File: config.mk
export PLATFORM = sky130hd
export DESIGN_NAME = vram_writer
export DESIGN_NICKNAME = d
export VERILOG_FILES = /design/src/rtl/vram_writer.sv
export SDC_FILE = /design/constraint.sdc
export NUM_CORES = 1
export LEC_CHECK = 0
export ABC_CLOCK_PERIOD_IN_PS = 8600
export CAP_MARGIN = 5
export CORE_MARGIN = 2
export CORE_UTILIZATION = 55
export DETAILED_ROUTE_END_ITERATION = 16
export GPL_ROUTABILITY_DRIVEN = 1
export PLACE_DENSITY_LB_ADDON = 0.1
export SLEW_MARGIN = 20
export SYNTH_ARGS = -nofsm -noshare
export SYNTH_HDL_FRONTEND = slang
export SYNTH_SLANG_ARGS = --single-unit
File: constraint.sdc
create_clock -name clk -period 8.6 [get_ports clk]
set_clock_uncertainty 0.15 [all_clocks]
set_input_delay 1.72 -clock clk [delete_from_list [all_inputs] [get_ports clk]]
set_output_delay 1.72 -clock clk [all_outputs]
set_load 0.05 [all_outputs]
File: src/rtl/vram_writer.sv
// vram_writer: host-side write port for the 2048x32 graphics VRAM.
// Host commands are buffered in a FIFO and committed to the VRAM write port,
// optionally only while the scanline counter is in vertical blank.
// Optional feature: define VRAM_WRITER_FILL_EN to enable the FILL command
// (host_cmd_i = 1 writes host_len_i consecutive words starting at host_addr_i).
module vram_writer #(
    parameter int unsigned FIFO_DEPTH  = 8,
    parameter int unsigned V_ACTIVE    = 480,
    parameter int unsigned GATE_VBLANK = 1
) (
    input  logic        clk,
    input  logic        rst,
    input  logic [9:0]  video_vpos_i,
    input  logic        host_valid_i,
    output logic        host_ready_o,
    input  logic        host_cmd_i,
    input  logic [10:0] host_addr_i,
    input  logic [31:0] host_wdata_i,
    input  logic [3:0]  host_wmask_i,
    input  logic [10:0] host_len_i,
    output logic        vram_we_o,
    output logic [10:0] vram_addr_o,
    output logic [31:0] vram_wdata_o,
    output logic [3:0]  vram_wmask_o,
    output logic        busy_o
);

    localparam int unsigned AW      = $clog2(FIFO_DEPTH);
    localparam logic [AW:0] DEPTH_C = (AW + 1)'(FIFO_DEPTH);
    localparam logic [9:0]  V_ACT   = 10'(V_ACTIVE);

    localparam logic [1:0] S_IDLE  = 2'd0;
    localparam logic [1:0] S_WRITE = 2'd1;
`ifdef VRAM_WRITER_FILL_EN
    localparam logic [1:0] S_FILL  = 2'd2;
    localparam int unsigned EW     = 59;
`else
    localparam int unsigned EW     = 47;
`endif

    logic          win;
    logic [EW-1:0] din;
    logic [EW-1:0] head;
    logic [EW-1:0] mem [FIFO_DEPTH];
    logic [AW-1:0] wr_ptr;
    logic [AW-1:0] rd_ptr;
    logic [AW:0]   count;
    logic [AW:0]   count_next;
    logic          fifo_empty;
    logic          push;
    logic          pop;

    logic [1:0]    state;
    logic [10:0]   cur_addr;
    logic [31:0]   cur_data;
    logic [3:0]    cur_mask;

    logic [10:0]   head_addr;
    logic [31:0]   head_data;
    logic [3:0]    head_mask;

`ifdef VRAM_WRITER_FILL_EN
    logic          head_cmd;
    logic [10:0]   head_len;
    logic [10:0]   cnt;

    assign din      = {host_cmd_i, host_len_i, host_wmask_i, host_wdata_i, host_addr_i};
    assign head_cmd = head[58];
    assign head_len = head[57:47];
`else
    logic          unused_cmd_len;

    assign din            = {host_wmask_i, host_wdata_i, host_addr_i};
    assign unused_cmd_len = ^{host_cmd_i, host_len_i};
`endif

    assign head      = mem[rd_ptr];
    assign head_mask = head[46:43];
    assign head_data = head[42:11];
    assign head_addr = head[10:0];

    assign win        = (GATE_VBLANK == 0) || (video_vpos_i >= V_ACT);
    assign fifo_empty = (count == '0);
    assign push       = host_valid_i && host_ready_o;
    // IDLE and WRITE both pop, so a WRITE's output cycle overlaps the next pop
    assign pop        = !fifo_empty && win && ((state == S_IDLE) || (state == S_WRITE));
    assign busy_o     = !fifo_empty || (state != S_IDLE) || vram_we_o;

    // Occupancy after this cycle's push/pop
    always_comb begin
        count_next = count;
        if (push && !pop) begin
            count_next = count + (AW + 1)'(1);
        end else if (!push && pop) begin
            count_next = count - (AW + 1)'(1);
        end
    end

    // FIFO storage array (no reset needed; contents qualified by count)
    always_ff @(posedge clk) begin
        if (push) begin
            mem[wr_ptr] <= din;
        end
    end

    // FIFO pointers, occupancy and registered ready
    always_ff @(posedge clk) begin
        if (rst) begin
            wr_ptr       <= '0;
            rd_ptr       <= '0;
            count        <= '0;
            host_ready_o <= 1'b1;
        end else begin
            if (push) begin
                wr_ptr <= wr_ptr + AW'(1);
            end
            if (pop) begin
                rd_ptr <= rd_ptr + AW'(1);
            end
            count        <= count_next;
            host_ready_o <= (count_next != DEPTH_C);
        end
    end

    // Commit FSM and registered VRAM write port
    always_ff @(posedge clk) begin
        if (rst) begin
            state        <= S_IDLE;
            cur_addr     <= '0;
            cur_data     <= '0;
            cur_mask     <= '0;
            vram_we_o    <= 1'b0;
            vram_addr_o  <= '0;
            vram_wdata_o <= '0;
            vram_wmask_o <= '0;
`ifdef VRAM_WRITER_FILL_EN
            cnt          <= '0;
`endif
        end else begin
            vram_we_o <= 1'b0;
            case (state)
                S_IDLE, S_WRITE: begin
                    if (state == S_WRITE) begin
                        vram_we_o    <= 1'b1;
                        vram_addr_o  <= cur_addr;
                        vram_wdata_o <= cur_data;
                        vram_wmask_o <= cur_mask;
                    end
                    if (pop) begin
                        cur_addr <= head_addr;
                        cur_data <= head_data;
                        cur_mask <= head_mask;
                        state    <= S_WRITE;
`ifdef VRAM_WRITER_FILL_EN
                        if (head_cmd) begin
                            state <= S_FILL;
                            cnt   <= head_len;
                        end
`endif
                    end else begin
                        state <= S_IDLE;
                    end
                end
`ifdef VRAM_WRITER_FILL_EN
                S_FILL: begin
                    // cur_addr doubles as the fill pointer; it wraps at 11 bits
                    if (cnt == '0) begin
                        state <= S_IDLE;
                    end else if (win) begin
                        vram_we_o    <= 1'b1;
                        vram_addr_o  <= cur_addr;
                        vram_wdata_o <= cur_data;
                        vram_wmask_o <= cur_mask;
                        cur_addr     <= cur_addr + 11'd1;
                        cnt          <= cnt - 11'd1;
                        if (cnt == 11'd1) begin
                            state <= S_IDLE;
                        end
                    end
                end
`endif
                default: state <= S_IDLE;
            endcase
        end
    end

endmodule
==> results.tsv, run 1 <==
stage	metric	value	unit
synth	synth_edf_count	376	
power_and_ir_drop	swShare	0.262	
routing	wl_per_cell	21.5	µm
sta	slew_headroom	0.280	
power_and_ir_drop	pwr-share-comb	0.193	
synth	ys_seq_elements	483	
synth	yosysTopAreaCellShare	0.621	
routing	viasPerCell	5.63	
power_and_ir_drop	max-vdd-ir-drop	0.177	mV
sta	fmax	221	MHz
cts	cts_resized	0	
placement	dpl.hpwl	17.8	mm
synth	synthSimpleGateAreaFrac	0.0315	
sta	finalSetupTns	0	ns
layout	nNetsFinal	1136	
worst_setup_path	startpoint_type	flop	
routing	first_iter_violations	588	
die	io_pins	122	
cts	clk_latency	0.55	ns
sta	hold_viol	0	
power_and_ir_drop	clkPwrFrac	0.335	
routing	first_pass_iters	5	
synth	synthFlopType	edfxtp_1	
cts	cts_buffers	49	
worst_setup_path	setup.worst_path.class	flop to output pin	
flow_run	cap_violations	0	
synth	ys_seq_area_frac	0.739	
die	dieArea	34500	µm²
die	row_count	66	
layout	fillerInstances	2249	
layout	antenna-diode-count	0	
synth	synth-xor-area-share	0.00337	
worst_setup_path	worstPathArrival	2.66	ns
cts	tritoncts	yes	
synth	syn_avg_cell_area	19.3	µm²
synth	synth_adder_area_share	0.00344	
cts	clock_tree.root_cell	clkbuf_16	
routing	antenna_left	0	
grt	grt_max_degree	77	
sta	setup_viol	0	
routing	wirelength	33.1	mm
worst_hold_path	hp-class	flop to flop	
grt	antenna_found_initial	1	
synth	syn_area	18200	µm²
die	die_height	186	µm
grt	overflow	0	
sta	rsz0062_at_grt	no	
synth	yosys-top-cells-count	376 x edfxtp_1, 107 x dfxtp_1, 104 x nor2_1	
cts	cts_setup_buffers	0	
power_and_ir_drop	finalPower	6080	µW
grt	grt.total_usage	0.198	
placement	gp_congestion	0.704	
sta	finalCriticalPeriod	4.53	ns
power_and_ir_drop	seq_power_share	0.472	
synth	synthMuxAreaShare	0.177	
sta	fin_crit_sh	0.527	
die	design.core.area	32500	µm²
synth	netlist_top_cells_area	edfxtp_1 62%, dfxtp_1 12%, mux4_2 7.1%, mux4_1 5.4%, mux2i_1 5.2%	
worst_setup_path	crit_path_end_kind	output pin	
synth	yosys_warnings	0	
die	die_w	186	µm
cts	cts_hold_buf	0	
status	outcome	completed	
sta	worst_pin_slew	1.08	ns
cts	path_clk_slew	0.06	ns
synth	async_flop_share	0	
worst_setup_path	cp_max_fo	6	
power_and_ir_drop	p_leak	0.00676	µW
power_and_ir_drop	p_int	4490	µW
synth	netlist-cell-type-count	40	
cts	cts_sinks	483	
synth	synth_top_family_by_area	multiplexers	
cts	ctsHtreeMaxLevel	2	
die	initial_utilization	0.558	
sta	final_max_slew_viol_count	0	
layout	syn2layout_area_growth	16.5	%
grt	grt_pass1_wl	51.1	mm
layout	drive_gt1_frac	0.149	
synth	synth_cells	942	
power_and_ir_drop	p_per_area	287	nW/µm²
cts	cts.path.max_buffers	3	
synth	synthMostInstantiatedCell	edfxtp_1	
power_and_ir_drop	switchingPower	1590	µW
grt	grt_pass1_vias	8798	
placement	port_buffers	104	
routing	drc	0	
synth	synth_fp_nets	1019	
synth	synth_compound_area_frac	0.0253	
routing	vias	8686	
synth	yosysTopAreaCell	edfxtp_1	
worst_setup_path	crit_required	6.73	ns
==> layer usage <==
layer / share of wire / routed length [µm] / vias to the layer above / track usage
li1: - / - / 4014 / -
met1: 0.46 / 15100 / 4425 / 0.281
met2: 0.48 / 15800 / 196 / 0.322
met3: 0.049 / 1630 / 49 / 0.0362
met4: 0.017 / 570 / 2 / 0.0532
met5: 0.00033 / 11 / - / 0
==> power groups by stage <==
| stage | registers, µW | clock network, µW | logic, µW |
|---|---|---|---|
| floorplan | 2920 | 0 | 934 |
| global placement | 2920 | 0 | 1180 |
| detailed placement | 2930 | 0 | 1190 |
| CTS | 2880 | 2080 | 1200 |
| global route | 2900 | 2170 | 1280 |
| finish | 2870 | 2030 | 1170 |
==> worst max-delay path, cell delays in order, from the launching register on <==
cell	delay, ns
dfxtp_1	0.36
inv_1	0.10
ha_1	0.20
or3b_1	0.43
or3_1	0.32
clkdlybuf4s50_1	0.70
==> layout make-up <==
class,instances,area (µm²),area share
clock buffers,72,1420,0.0668
clock inverters,20,150,0.00709
inverters,3,11.3,0.000532
multi-input cells,399,4420,0.209
flip-flops and latches,483,13400,0.635
well taps,442,553,0.0261
repair buffers,123,1180,0.0558
==> final timing paths <==
kind                     from  slack, ns                to  cells past startpoint
min reg2reg  vram_wdata_o[22]       0.34  vram_wdata_o[22]                      2
max reg2reg         rd_ptr[0]       5.28      cur_data[30]                      5
min          vram_wdata_o[22]       0.34  vram_wdata_o[22]                      2
max                  count[0]       4.07            busy_o                      5
==> state kept, by name (all words and copies together), names as in the netlist <==
signal	flops
mem	376
cur_data	32
vram_wdata_o	32
cur_addr	11
vram_addr_o	11
count	4
cur_mask	4
vram_wmask_o	4
rd_ptr	3
wr_ptr	3
host_ready_o	1
state	1
vram_we_o	1
==> logic make-up (layout without fill, tap and decap cells) <==
family	after synthesis	count (layout)
buf+inv	60	218
fa+ha+maj	5	5
flops	483	483
mux	189	189
xor+xnor	7	7
compound gates	60	60
simple gates	138	138
==> through the flow <==
stage	hold slack [ns]	cells	utilization	worst slack (ns)	cell area, µm²
global placement	0.321	1450	0.603	3.79	19600
global route	0.369	1542	0.651	3.93	21200
floorplan	0.314	942	-	1.46	18200
CTS	0.344	1542	0.651	4.04	21200
finish	0.340	1542	0.651	4.07	21200
detailed placement	0.330	1450	0.603	3.80	19600
==> layout by cell type (no fill, tap or decap), types with 10 or more instances in the layout <==
cell / n
clkbuf_16: 51
mux2i_1: 95
a211oi_1: 47
edfxtp_1: 376
mux4_2: 57
clkdlybuf4s50_1: 103
clkinv_2: 10
buf_4: 20
mux4_1: 37
nand2_1: 12
clkbuf_1: 15
dfxtp_1: 103
nor2_1: 101
No activity file was read; power rests on OpenSTA's default activity.
==> run 2, diff against run 1 <==
- ABC_CLOCK_PERIOD_IN_PS: 8600 -> 4200
- clock period: 8.6 -> 4.2 ns (I/O delays scaled with it)
==> results.tsv, run 2 (synthesized netlist as in run 1, its figures left out) <==
stage	metric	value	unit
grt	antenna_found_initial	2	
worst_setup_path	setup.worst_path.class	flop to output pin	
layout	fillerInstances	2283	
routing	wirelength	33.7	mm
cts	cts_resized	0	
cts	path_clk_slew	0.06	ns
sta	setup_ws	0.597	ns
placement	gp_congestion	0.727	
worst_hold_path	hp-class	flop to flop	
routing	first_pass_iters	5	
worst_setup_path	startpoint_type	flop	
placement	dp_slack	1.07	ns
cts	tritoncts	yes	
sta	fin_crit_sh	0.858	
sta	setup_viol	0	
die	row_count	66	
layout	layout_common_cells	376 x edfxtp_1, 103 x dfxtp_1, 103 x clkdlybuf4s50_1, 101 x nor2_1, 95 x mux2i_1	
layout	final_common_cell	edfxtp_1	
worst_setup_path	cp_max_fo	6	
die	dieArea	34500	µm²
die	initial_utilization	0.558	
sta	finalHoldWorstSlack	0.342	ns
sta	slew_headroom	0.246	
die	design.core.area	32500	µm²
cts	cts_sinks	483	
placement	place_area	19700	µm²
sta	rsz0062_at_grt	no	
cts	cts_setup_buffers	0	
sta	fmax	278	MHz
worst_setup_path	rr_worst_depth	4	
routing	first_iter_violations	602	
sta	worst_pin_slew	1.13	ns
grt	overflow	0	
die	die_height	186	µm
layout	nNetsFinal	1141	
power_and_ir_drop	switchingPower	3260	µW
cts	clock_tree.root_cell	clkbuf_16	
worst_setup_path	crit_required	3.21	ns
power_and_ir_drop	pwr-share-comb	0.191	
layout	top_regs	mem (376), cur_data (32), vram_wdata_o (32)	
routing	viasPerCell	5.63	
status	outcome	completed	
sta	hold_viol	0	
routing	antenna_left	0	
placement	dpl.hpwl	17.4	mm
power_and_ir_drop	swShare	0.258	
sta	final_max_slew_viol_count	0	
layout	largest_reg_flops	376	
sta	finalCriticalPeriod	3.60	ns
die	io_pins	122	
cts	cts.path.max_buffers	3	
grt	grt_max_degree	86	
cts	cts_buffers	48	
cts	ctsHtreeMaxLevel	2	
layout	drive_gt1_frac	0.156	
die	die_w	186	µm
layout	utilization	0.656	
routing	vias	8714	
power_and_ir_drop	p_int	9400	µW
power_and_ir_drop	seq_power_share	0.468	
power_and_ir_drop	p_leak	0.00683	µW
routing	wl_per_cell	21.8	µm
layout	syn2layout_area_growth	17.5	%
placement	port_buffers	104	
worst_setup_path	worstPathArrival	2.61	ns
worst_setup_path	crit_path_end_kind	output pin	
grt	grt.total_usage	0.201	
flow_run	cap_violations	0	
cts	clk_latency	0.55	ns
power_and_ir_drop	clkPwrFrac	0.341	
grt	grt_pass1_vias	8704	
power_and_ir_drop	p_per_area	593	nW/µm²
routing	drc	0	
grt	grt_pass1_wl	51.2	mm
worst_hold_path	whs_path_depth	2	
power_and_ir_drop	max-vdd-ir-drop	0.383	mV
layout	stdcell_area	21400	µm²
cts	cts_hold_buf	0	
layout	regMostFlops	mem	
[run 2: final cells by class]
class | count | area, µm² | area share
tap | 442 | 553 | 0.0259
clock buffer | 66 | 1350 | 0.0633
clock inverter | 24 | 275 | 0.0129
timing repair buffer | 129 | 1280 | 0.0598
sequential | 483 | 13400 | 0.630
antenna | 2 | 5.00 | 0.000234
multi-input combinational | 399 | 4430 | 0.208
inverter | 3 | 11.3 | 0.000527
[run 2: critical path: stages (launching register included)]
cell and delay [ns]:
dfxtp_1 0.36, inv_1 0.10, ha_1 0.19, or3b_1 0.41
or3_1 0.32, clkdlybuf4s50_1 0.70
[run 2: worst paths after layout]
check,start,endpoint,slack (ns)
max,count[0],busy_o,0.60
min,vram_wdata_o[22],vram_wdata_o[22],0.34
max reg2reg,rd_ptr[0],cur_addr[0],1.70
min reg2reg,vram_wdata_o[22],vram_wdata_o[22],0.34
[run 2: layer usage]
metal,wire length (µm),track usage,up-vias
li1,-,-,4032
met1,15100,0.279,4485
met2,16800,0.337,155
met3,1330,0.0321,42
met4,451,0.0488,0
met5,0,0,-
[run 2: stage by stage]
step / instances / TNS [ns] / total power, µW
6_report: 1548 / 0 / 12700
5_1_grt: 1547 / 0 / 13200
4_1_cts: 1546 / 0 / 12800
3_5_place_dp: 1456 / 0 / 8490
3_3_place_gp: 1456 / 0 / 8450
2_1_floorplan: 942 / -113.62 / 7890
[run 2: power by group through the flow]
stage	combinational (µW)	clock [µW]	sequential [µW]
final	2420	4320	5920
after floorplan	1910	0	5980
after CTS	2470	4410	5930
after global placement	2430	0	6020
after detailed placement	2460	0	6030
after global routing	2640	4600	5980
==> run 3, diff against run 2 <==
- CAP_MARGIN: 5 -> not set
- SLEW_MARGIN: 20 -> 40
==> results.tsv, run 3 (synthesized netlist as in run 1, its figures left out) <==
stage	metric	value	unit
layout	layout_common_cells	376 x edfxtp_1, 103 x dfxtp_1, 103 x clkdlybuf4s50_1, 101 x nor2_1, 95 x mux2i_1	
layout	utilization	0.657	
sta	worst_pin_slew	0.798	ns
die	row_count	66	
routing	first_pass_iters	4	
worst_setup_path	cp_slowest_cell	clkdlybuf4s50_1	
sta	hold_viol	0	
sta	finalCriticalPeriod	3.60	ns
placement	gp_congestion	0.727	
die	die_w	186	µm
sta	final_max_slew_viol_count	0	
die	design.core.area	32500	µm²
worst_setup_path	setup.worst_path.class	flop to output pin	
worst_setup_path	cp_max_fo	6	
layout	final_common_cell	edfxtp_1	
layout	syn2layout_area_growth	17.6	%
sta	fin_crit_sh	0.858	
power_and_ir_drop	p_per_area	589	nW/µm²
layout	fillerInstances	2270	
status	outcome	completed	
routing	wirelength	34.2	mm
worst_setup_path	crit_path_end_kind	output pin	
grt	grt_max_degree	86	
power_and_ir_drop	max-vdd-ir-drop	0.467	mV
placement	dpl.hpwl	17.9	mm
cts	cts.path.max_buffers	3	
layout	multi_input_area	4430	µm²
cts	cts_sinks	483	
grt	grt.total_usage	0.202	
layout	largest_reg_flops	376	
layout	stdcell_area	21400	µm²
placement	place_area	19800	µm²
die	initial_utilization	0.558	
worst_setup_path	cpLargestDelayFamily	buffers and inverters	
grt	overflow	0	
power_and_ir_drop	p_leak	0.00682	µW
grt	grt_pass1_wl	51.4	mm
cts	cts_resized	0	
routing	first_iter_violations	729	
sta	fmax	277	MHz
cts	cts_hold_buf	0	
flow_run	cap_violations	0	
worst_hold_path	hp-class	flop to flop	
routing	drc	0	
cts	tritoncts	yes	
layout	regArea	13400	µm²
cts	path_clk_slew	0.06	ns
worst_setup_path	startpoint_type	flop	
worst_setup_path	crit_buf_inv	2	
cts	cts_buffers	48	
layout	regMostFlops	mem	
layout	drive_gt1_frac	0.152	
cts	clk_latency	0.54	ns
sta	rsz0062_at_grt	no	
sta	setup_viol	0	
placement	port_buffers	104	
layout	top_regs	mem (376), cur_data (32), vram_wdata_o (32)	
die	die_height	186	µm
grt	antenna_found_initial	2	
routing	vias	8743	
cts	clock_tree.root_cell	clkbuf_16	
grt	grt_pass1_vias	8575	
sta	slew_headroom	0.468	
die	io_pins	122	
worst_setup_path	crit_required	3.21	ns
layout	nNetsFinal	1144	
worst_setup_path	cp_cell_sequence	inv_1 > ha_1 > or3b_1 > or3_1 > clkdlybuf4s50_1	
routing	antenna_left	0	
die	dieArea	34500	µm²
cts	cts_setup_buffers	0	
worst_setup_path	worst_path_largest_cell_delay	0.70	ns
cts	ctsHtreeMaxLevel	2	
worst_setup_path	worstPathArrival	2.61	ns
routing	wl_per_cell	22.1	µm
routing	viasPerCell	5.64	
-- run 3: cell types whose count changed in the layout (fill, tap and decap cells not counted), moves of 2 or more --
cell	before	now
buf_6	0	2
buf_4	22	20
clkinv_2	12	6
buf_12	4	6
clkinv_1	5	8
clkbuf_8	4	6
-- run 3: where the power goes --
part	switching [µW]	internal [µW]
Sequential	284	5580
Combinational	1280	1220
Clock	1670	2550
-- run 3: per-layer routing --
metal,GRT usage,vias up,routed length (µm)
li1,-,4044,-
met1,0.285,4472,15200
met2,0.333,183,16800
met3,0.0364,44,1640
met4,0.0479,0,502
met5,0,-,0
-- run 3: path summary, 6_finish.rpt --
check                   startpoint          endpoint  slack (ns)  cells after the start
setup / recovery          count[0]            busy_o        0.60                      5
hold / removal    vram_wdata_o[17]  vram_wdata_o[17]        0.34                      2
setup reg to reg         rd_ptr[0]       cur_data[6]        1.84                      5
hold reg to reg   vram_wdata_o[17]  vram_wdata_o[17]        0.34                      2
-- run 3: final cells by class --
type,count,share of cell area
repair buffers,132,0.0632
clock buffers,68,0.0635
diodes,3,0.000351
clock inverters,19,0.00984
well taps,442,0.0259
multi-input cells,399,0.207
inverters,3,0.000527
flip-flops and latches,483,0.629
-- run 3: through the flow --
| stage | total power [µW] | setup TNS [ns] | instances | setup slack [ns] | hold slack, ns |
|---|---|---|---|---|---|
| floorplan | 7890 | -113.62 | 942 | -0.778 | 0.314 |
| global placement | 8450 | 0 | 1456 | 1.09 | 0.322 |
| detailed placement | 8510 | 0 | 1459 | 1.08 | 0.328 |
| CTS | 12700 | 0 | 1546 | 0.575 | 0.343 |
| global route | 13200 | 0 | 1546 | 0.474 | 0.365 |
| finish | 12600 | 0 | 1549 | 0.596 | 0.338 |
-- run 3: worst register-to-register path, cell delays in order, from the launching register on --
cell and delay, ns:
dfxtp_4 0.63, buf_12 0.27, buf_12 0.27, mux4_1 0.60, mux2i_1 0.19, a211oi_1 0.10
